$ cat src/rtl/skid_register.sv
`default_nettype none
// ============================================================================
// Module   : skid_register
// Purpose  : Two-entry valid/ready skid buffer. Upstream ready is driven from
//            a flop, so it never depends on downstream ready combinationally.
// Revision : 1.0 - initial release
// ============================================================================
module skid_register #(
   parameter int WIDTH = 64
) (
   input  logic             iCLK,
   input  logic             iRST,
   input  logic             iValid_AS,
   output logic             oReady_AS,
   input  logic [WIDTH-1:0] iData_AS,
   output logic             oValid_BM,
   input  logic             iReady_BM,
   output logic [WIDTH-1:0] oData_BM,
   output logic [1:0]       oCount
);

   // State encoding doubles as the occupancy count.
   localparam logic [1:0] c_empty = 2'd0;
   localparam logic [1:0] c_half  = 2'd1;
   localparam logic [1:0] c_full  = 2'd2;

   logic [1:0]       state_q, state_d;
   logic [WIDTH-1:0] main_q,  main_d;
   logic [WIDTH-1:0] skid_q,  skid_d;
   logic             ready_q, ready_d;
   logic             w_accept;
   logic             w_pop;
   logic             w_valid;

   // State register
   always_ff @(posedge iCLK) begin
      if (iRST) begin
         state_q <= c_empty;
         main_q  <= '0;
         skid_q  <= '0;
         ready_q <= 1'b0;
      end else begin
         state_q <= state_d;
         main_q  <= main_d;
         skid_q  <= skid_d;
         ready_q <= ready_d;
      end
   end

   // Next-state and storage update
   always_comb begin
      state_d  = state_q;
      main_d   = main_q;
      skid_d   = skid_q;
      w_accept = iValid_AS && ready_q;
      w_pop    = w_valid && iReady_BM;
      case (state_q)
         c_empty: begin
            if (w_accept) begin
               main_d  = iData_AS;
               state_d = c_half;
            end
         end
         c_half: begin
            if (w_accept && w_pop) begin
               main_d = iData_AS;
            end else if (w_accept) begin
               skid_d  = iData_AS;
               state_d = c_full;
            end else if (w_pop) begin
               state_d = c_empty;
            end
         end
         c_full: begin
            if (w_pop) begin
               main_d  = skid_q;
               state_d = c_half;
            end
         end
         default: state_d = c_empty;
      endcase
      // Ready is registered from the next state so it is a flop output.
      ready_d = (state_d != c_full);
   end

   // Outputs depend only on registered state
   always_comb begin
      w_valid   = (state_q == c_half) || (state_q == c_full);
      oValid_BM = w_valid;
      oReady_AS = ready_q;
      oData_BM  = main_q;
      oCount    = state_q;
   end

endmodule
`default_nettype wire

$ cat config.mk
export PLATFORM = sky130hd
export DESIGN_NAME = skid_register
export DESIGN_NICKNAME = d
export VERILOG_FILES = /design/src/rtl/skid_register.sv
export SDC_FILE = /design/constraint.sdc
export NUM_CORES = 1
export LEC_CHECK = 0
export ABC_AREA = 1
export BUFFER_PORTS_ARGS = -buffer_cell sky130_fd_sc_hd__buf_4
export CELL_PAD_IN_SITES_DETAIL_PLACEMENT = 1
export CELL_PAD_IN_SITES_GLOBAL_PLACEMENT = 1
export CORE_ASPECT_RATIO = 1.75
export CORE_MARGIN = 1.5
export CORE_UTILIZATION = 35
export CTS_BUF_LIST = sky130_fd_sc_hd__clkbuf_16
export DETAILED_ROUTE_END_ITERATION = 12
export PLACE_DENSITY = 0.72
export SLEW_MARGIN = 20
export SYNTH_ARGS = -nofsm -noshare
export SYNTH_HDL_FRONTEND = slang
export SYNTH_SLANG_ARGS = --single-unit
$ cat constraint.sdc
create_clock -name iCLK -period 2.09 [get_ports iCLK]
set_input_delay 0.1045 -clock iCLK [delete_from_list [all_inputs] [get_ports iCLK]]
set_output_delay 0.1045 -clock iCLK [all_outputs]
set_load 0.005 [all_outputs]
==> results of run 1 <==
==> Yosys cell counts <==
cell	instances	area, um^2
dfxtp_1	131	2623
and2_1	1	6.260
ha_1	4	50.05
buf_1	4	15.01
inv_1	10	37.54
buf_2	17	85.08
nand2_2	2	12.51
a21oi_1	68	340.3
inv_2	1	3.750
nor2_1	131	491.7
nand3_1	2	10.01
o21ai_1	2	10.01
nand2_1	333	1250
buf_4	17	127.6
nand4_1	64	400.4
buf_6	2	22.52
clkbuf_1	23	86.33
==> stage by stage <==
step | power (mW) | hold WS [ns] | worst slack, ns
floorplan | 3.519 | 0.2474 | 0.4288
global placement | 4.075 | 0.3689 | 0.2778
detailed placement | 4.128 | 0.3824 | 0.1101
CTS | 7.440 | 0.1637 | 0.1133
global route | 7.742 | 0.1987 | 0.002855
finish | 7.391 | 0.1749 | 0.1398
==> cells by family after synthesis <==
family	after synthesis
simple gates	533
flops	131
buf+inv	74
compound gates	70
fa+ha+maj	4
==> metal layers <==
layer / vias to the layer above / wire length [um]
met2: 118 / 10560
met4: 0 / 287
met3: 18 / 586
li1: 2933 / -
met1: 2875 / 7533
met5: - / 0
==> cells in the final DEF (no fill, tap or decap), drive strengths merged <==
master / n
ha: 4
o21ai: 2
clkinvlp: 1
nand2: 335
and2: 1
bufinv: 4
clkbuf: 18
dfxtp: 131
nand4: 64
a21oi: 68
dlygate4sd3: 64
nor2: 131
buf: 150
clkinv: 5
nand3: 2
inv: 16
==> critical path, delay by kind of cell (launching register included) <==
kind	cells	cell delay (ns)
compound gates	1	0.14
fa+ha+maj	1	0.34
buf+inv	3	0.64
flops	1	0.39
simple gates	3	0.38
==> worst paths after layout <==
kind	startpoint	end	depth (start not counted)
hold reg to reg	skid_q[19]	skid_q[19]	2
setup reg to reg	oCount[0]	skid_q[31]	8
hold / removal	iRST	oData_BM[12]	4
setup / recovery	oCount[0]	skid_q[31]	8
==> timing repair <==
item,in CTS,in global routing
hold buffers,64,0
hold endpoints to repair,64,0
endpoints found under the setup margin,0,10
resized for setup,0,2
==> sequential cells by signal (all words and copies together) (netlist names) <==
name	flops
oCount	2
skid_q	64
oData_BM	64
oReady_AS	1
==> power breakdown <==
| group | total (mW) | switching, mW | internal [mW] |
|---|---|---|---|
| registers | 2.83 | 0.122 | 2.71 |
| clock network | 3.20 | 1.19 | 2.01 |
| logic | 1.36 | 0.713 | 0.649 |
==> cell type report <==
cell class / instances / share of cell area (%)
repair buffers: 215 / 23.42
inverters: 11 / 0.5159
multi-input cells: 607 / 32.52
clock inverters: 15 / 2.564
flip-flops and latches: 131 / 32.77
clock buffers: 17 / 5.315
well taps: 186 / 2.908
==> run metrics, run 1 <==
outcome complete, no violations; largest family of logic cells by synthesized area simple AND/OR/NAND/NOR gates; first-pass GRT wire length between 30,000 and 40,000 um; CP endpoint kind register; fraction of layout cells with a size suffix above 1 19.18%; Synth Register Bits 131; core area 15,460 um^2; Initial Util 36.03%; CP Launch Type register; fin crit share 93.31%; placed cell areas approximately 6700 um^2; Simple-Gate Fraction of Synth Area approximately two fifths; Final Hold Vio Count 0; post-DR vias/cell slightly above 5; vias in the first global route approximately 6.4k; slew margin rel. around 53%; CP max stage delay about 0.4 ns; Min-Delay Path Class input port to register; Cells after Synth between 800 and 900; GR Util met2 between 40% and 50%; crit path cell chain inv_1 -> ha_1 -> nand2_2 -> nand3_2 -> inv_2 -> buf_4 -> nand2_1 -> a21oi_1; GPL Wtd Cong ~0.85; mux cell area share after synthesis 0%; Crit-path slowest cell dfxtp_1; Syn Area/Cell 6.862 um^2; grt ovf 0; Cell Count, Final, Fillers Out roughly 1.2k; Clk Latency, worst-skew pair 0.42 ns; total wire length after detailed routing 18,970 um; Worst Skew roughly 0.01 ns; Post-Syn Area 5572 um^2; Rows 60; IO Count between 100 and 150; initial antenna violation count 0; fill count between 1.5k and 2k; Placed Cells approximately 1.1k; CP required 2.43 ns; largest net degree at the start of global routing 67; Synth cell types 17; area taken by flip-flops and latches 2623 um^2; met3 usage ~3.4%; Die Ht 169.9 um; setup TNS 0 ns; Area Overhead vs Synth 43.66%; clk buf depth 2; peak supply drop 578.6 uV; GRT Total Usage approximately 23%; Max Fclk ~510 MHz; leak pwr about 3.5 nW; GRT busiest layer met2; n_diodes 0; Port Buffers 135; Post-Synth XOR/XNOR Area 0%; register area share after synthesis between 40% and 50%; Tmin final between 1.5 and 2 ns; Multi-input gate area around 2600 um^2; 1st-iter DRT viols 230; DR pass1 iterations 4; Die Wd 98.38 um; maxcap violations 0; die area roughly 17,000 um^2; Setup CP Type register to register; CP Max Fanout 14; Worst R2R Setup Slack 0.14 ns; H-Tree Depth 4; endpoints failing setup 0; PwrDens just over 900 nW/um^2; design area 8004 um^2; post-layout util between 50 and 60%; Post-CTS Setup Inserts 0; Synth Area in Adders less than 1%; dpl hpwl 11,840 um; fin. max-slew vios 0; CTS Sinks approximately 130; Worst-Margin Slew between 0.7 and 0.8 ns; CTS Buf Count 17; Worst Path Arrival approximately 2.3 ns; CTS Root Cell clkbuf_16; Synth warnings 0; CTS tree built; via count just under 6k; WL/cell between 15 and 20 um; Reg clk slew, reported paths around 0.060 ns; routing usage on met1 24.30%; DRC 0; RSZ-0062 raised after global routing false; Compound-Gate Fraction of Synth Area 6.288%; syn nets between 800 and 900; post-route ant nets 0; Nets 1,055
No activity file was read; power rests on OpenSTA's default activity.
==> run 2, diff against run 1 <==
--- a/config.mk
+++ b/config.mk
@@ -6,15 +6,16 @@
 export NUM_CORES = 1
 export LEC_CHECK = 0
 export ABC_AREA = 1
-export BUFFER_PORTS_ARGS = -buffer_cell sky130_fd_sc_hd__buf_4
 export CELL_PAD_IN_SITES_DETAIL_PLACEMENT = 1
 export CELL_PAD_IN_SITES_GLOBAL_PLACEMENT = 1
 export CORE_ASPECT_RATIO = 1.75
 export CORE_MARGIN = 1.5
 export CORE_UTILIZATION = 35
 export CTS_BUF_LIST = sky130_fd_sc_hd__clkbuf_16
+export CTS_CLUSTER_DIAMETER = 150
 export DETAILED_ROUTE_END_ITERATION = 12
-export PLACE_DENSITY = 0.72
+export DONT_BUFFER_PORTS = 1
+export PLACE_DENSITY = 0.62
 export SLEW_MARGIN = 20
 export SYNTH_ARGS = -nofsm -noshare
 export SYNTH_HDL_FRONTEND = slang
==> run 2 against run 1 <==
- worst setup slack better by 0.041 ns
- fmax up 2.2%
- design area down 12%
- worst hold slack worse by 0.16 ns
- clock power about the same
- global-route usage down 0.58 points
- clock skew down 0.0032 ns
==> run metrics, run 2 (synthesized netlist as in run 1, its figures left out) <==
Area Overhead vs Synth 25.96%; CTS Sinks about 130; Post-CTS Setup Inserts 0; CP endpoint kind register; Worst-Margin Slew a little under 0.7 ns; endpoints failing setup 0; Worst Path Arrival between 2 and 2.5 ns; H-Tree Depth 4; Port Buffers 0; largest net degree at the start of global routing between 60 and 70; WL/cell roughly 17 um; initial antenna violation count 0; Nets roughly 900; outcome complete, no violations; n_diodes 0; Reg clk slew, reported paths around 0.06 ns; met3 usage around 5.3%; die area between 15,000 and 20,000 um^2; GR Util met2 a little over two fifths; Die Ht approximately 170 um; CTS Buf Count 17; CP Launch Type register; Worst Skew between 0.006 and 0.007 ns; vias in the first global route between 5k and 6k; commonest non-fill, non-tap cell in the layout nand2_1; GRT Total Usage 22.15%; Min-Delay Path Class input port to register; Max Fclk 523.9 MHz; setup TNS 0 ns; Rows 60; slew margin rel. between 50% and 60%; DRC 0; post-DR vias/cell between 5 and 6; CTS tree built; Place WS around 0.16 ns; RSZ-0062 raised after global routing false; GRT busiest layer met2; Tmin final between 1.5 and 2 ns; fin crit share 91.33%; fraction of layout cells with a size suffix above 1 7.151%; DR pass1 iterations 4; clk buf depth 2; Clk Latency, worst-skew pair 0.40 ns; total wire length after detailed routing 17,870 um; leak pwr between 2 and 3 nW; core area approximately 15,000 um^2; total power 7.037 mW; grt ovf 0; CP Max Fanout 27; fin. max-slew vios 0; IO Count ~140; 1st-iter DRT viols 198; dpl hpwl between 10,000 and 15,000 um; Die Wd just under 100 um; routing usage on met1 23.70%; via count about 5.4k; first-pass GRT wire length between 20,000 and 30,000 um; maxcap violations 0; most frequent cells in the layout 333 x nand2_1, 131 x nor2_1, 131 x dfxtp_1; final setup margin roughly 0.18 ns; PwrDens approximately 1000 nW/um^2; Initial Util about 36%; peak supply drop approximately 470 uV; GPL Wtd Cong between 0.7 and 0.8; CTS Root Cell clkbuf_16; Setup CP Type register to register; Final Hold Vio Count 0; post-route ant nets 0; CP required 2.39 ns
-- run 2: cell count changes in the layout (fill, tap and decap cells not counted), sizes merged --
cell,before,now
clkinv,5,4
clkinvlp,1,2
buf,150,22
clkbuf,18,17
-- run 2: final cells by class --
class	instances	area [um^2]
Multi-Input combinational cell	607	2604
Inverter	11	41.29
Sequential cell	131	2623
Fill cell	1946	8447
Clock inverter	15	203.9
Timing Repair Buffer	86	888.4
Clock buffer	17	425.4
Tap cell	186	232.7
-- run 2: final timing paths --
kind | startpoint | to | slack [ns] | depth (start not counted)
max reg2reg | oCount[0] | oData_BM[4] | 0.18 | 8
max | oCount[0] | oData_BM[4] | 0.18 | 8
min | iData_AS[47] | oData_BM[47] | 0.01 | 4
min reg2reg | skid_q[60] | skid_q[60] | 0.47 | 2
-- run 2: per-layer routing --
metal  part of all wire, %  vias to the layer above
met5                     0                        -
met4                   1.7                        0
met3                   4.2                       19
met2                    53                      126
met1                    41                     2584
li1                      -                     2671
-- run 2: power by group --
| part | total, mW | internal [mW] | switching [mW] |
|---|---|---|---|
| Combinational | 0.947 | 0.372 | 0.575 |
| Clock | 3.20 | 2.01 | 1.19 |
| Sequential | 2.89 | 2.71 | 0.175 |
-- run 2: what timing repair did --
action                                 4_1_cts  5_1_grt
resized for setup                            0        1
endpoints found under the hold margin      124        0
setup endpoints to repair                    0        5
hold buffers                                65        0
-- run 2: critical path, stage by stage, from the launching register on --
cell,delay [ns]
dfxtp_1,0.34
inv_1,0.10
ha_1,0.36
nand2_2,0.13
o21ai_4,0.21
buf_4,0.34
nand4_1,0.17
nand2_1,0.09
nor2_1,0.04
-- run 2: metrics by stage --
stage | utilization (%) | std cells | hold WS [ns] | area (um^2)
final | 45.38 | 1053 | 0.01242 | 7018
after global routing | 45.38 | 1053 | 0.01084 | 7018
after floorplan | - | 812 | 0.2474 | 5572
after global placement | 36.98 | 956 | 0.1813 | 5719
after CTS | 45.37 | 1053 | 0.005009 | 7017
after detailed placement | 36.98 | 956 | 0.1807 | 5719
==> run 3, diff against run 2 <==
--- a/config.mk
+++ b/config.mk
@@ -15,6 +15,7 @@
 export CTS_CLUSTER_DIAMETER = 150
 export DETAILED_ROUTE_END_ITERATION = 12
 export DONT_BUFFER_PORTS = 1
+export MAX_ROUTING_LAYER = met4
 export PLACE_DENSITY = 0.62
 export SLEW_MARGIN = 20
 export SYNTH_ARGS = -nofsm -noshare
==> run 3 against run 2 <==
- via count grew 0.24%
- global-route usage grew 0.64 points
- clock power is essentially flat
- worst setup slack gained 0.0021 ns
- utilization is the same
- routed wire length grew 0.27%
- highest routed layer unchanged
==> run metrics, run 3 (synthesized netlist as in run 1, its figures left out) <==
Post-CTS Setup Inserts 0; Worst Skew 0.008048 ns; post-DR vias/cell roughly 5.1; Worst Path Arrival approximately 2.2 ns; worst hold margin 0.009579 ns; PwrDens around 1000 nW/um^2; largest net degree at the start of global routing 67; Tmin final approximately 1.9 ns; Crit-path slowest cell ha_1; GRT Total Usage 22.78%; Die Ht between 150 and 200 um; fin crit share between 90 and 100%; H-Tree Depth 4; Rows 60; RSZ-0062 raised after global routing false; maxcap violations 0; Worst-Margin Slew slightly below 0.7 ns; leak pwr around 2.9 nW; CP top delay family buffers and inverters; CTS Buf Count 17; Clk Latency, worst-skew pair 0.41 ns; GRT busiest layer met2; CP endpoint kind register; Reg clk slew, reported paths 0.06 ns; setup TNS 0 ns; GPL Wtd Cong about 0.8; DR pass1 iterations 4; total power about 7 mW; grt ovf 0; Max Fclk around 520 MHz; GR Util met2 between 40% and 50%; endpoints failing setup 0; fraction of layout cells with a size suffix above 1 slightly above 7%; Nets just over 900; CP required 2.39 ns; slew margin rel. 54.56%; Min-Delay Path Class input port to register; initial antenna violation count 0; CP max stage delay between 0.3 and 0.4 ns; CTS tree built; CTS Sinks around 130; CP Max Fanout 27; vias in the first global route 5,811; commonest non-fill, non-tap cell in the layout nand2_1; first-pass GRT wire length ~30,000 um; met3 usage about 5.0%; Area Overhead vs Synth 25.96%; core area 15,460 um^2; peak supply drop roughly 470 uV; die area 16,710 um^2; 1st-iter DRT viols about 200; IO Count approximately 140; clk buf depth 2; WL/cell roughly 17 um; Port Buffers 0; total wire length after detailed routing 17,920 um; CP Launch Type register; fin. max-slew vios 0; Final Hold Vio Count 0; fill count 1,946; via count 5,413; DRC 0; CTS Root Cell clkbuf_16; n_diodes 0; most frequent cells in the layout 333 x nand2_1, 131 x nor2_1, 131 x dfxtp_1; dpl hpwl approximately 12,000 um; post-route ant nets 0; Setup CP Type register to register; CP bufs+invs 2; Die Wd approximately 98 um; crit path cell chain inv_1 -> ha_1 -> nand2_2 -> o21ai_4 -> buf_4 -> nand4_1 -> nand2_1 -> nor2_1; outcome complete, no violations; Initial Util about 36%; routing usage on met1 23.88%
run 3: cell counts in the layout (fill, tap and decap cells not counted):
No cell type changed its count.
run 3: final timing paths:
kind	start	slack [ns]	cells after the start	to
max	oCount[0]	0.18	8	oData_BM[4]
min	iData_AS[47]	0.01	4	oData_BM[47]
max reg2reg	oCount[0]	0.18	8	oData_BM[4]
min reg2reg	skid_q[60]	0.47	2	skid_q[60]
run 3: timing repair:
| item | 4_1_cts | 5_1_grt |
|---|---|---|
| hold buffers | 65 | 0 |
| endpoints found under the setup margin | 0 | 5 |
| hold endpoints to repair | 124 | 0 |
| resized for setup | 0 | 1 |
run 3: layout make-up:
cell class                      count  area [um^2]  area share (%)
Clock inverter                     15        203.9           2.906
Tap cell                          186        232.7           3.316
Timing Repair Buffer               86        888.4           12.66
Inverter                           11        41.29          0.5883
Sequential cell                   131         2623           37.37
Multi-Input combinational cell    607         2604           37.10
Clock buffer                       17        425.4           6.062
run 3: tightest hold or removal path: cells and delay by family:
| kind | cells | cell delay [ns] |
|---|---|---|
| AND/OR/NAND/NOR | 4 | 0.29 |
run 3: layer usage:
layer  up-vias  wire length, um
met5         -                0
met4         0              311
met3        22              755
met2       128             9554
met1      2592             7297
li1       2671                -
run 3: report_power, final:
| group | leakage (nW) | internal [mW] | switching [mW] | total [mW] |
|---|---|---|---|---|
| Clock | 0.300 | 2.01 | 1.19 | 3.21 |
| Sequential | 1.07 | 2.71 | 0.174 | 2.88 |
| Combinational | 1.49 | 0.372 | 0.576 | 0.948 |
| Total | 2.86 | 5.10 | 1.94 | 7.04 |
run 3: through the flow:
stage	instances	utilization (%)	cell area, um^2	worst slack (ns)
after global placement	956	36.98	5719	0.2716
after CTS	1053	45.37	7017	0.1407
after global routing	1053	45.38	7018	0.02892
final	1053	45.38	7018	0.1832
after detailed placement	956	36.98	5719	0.1624
after floorplan	812	-	5572	0.4288
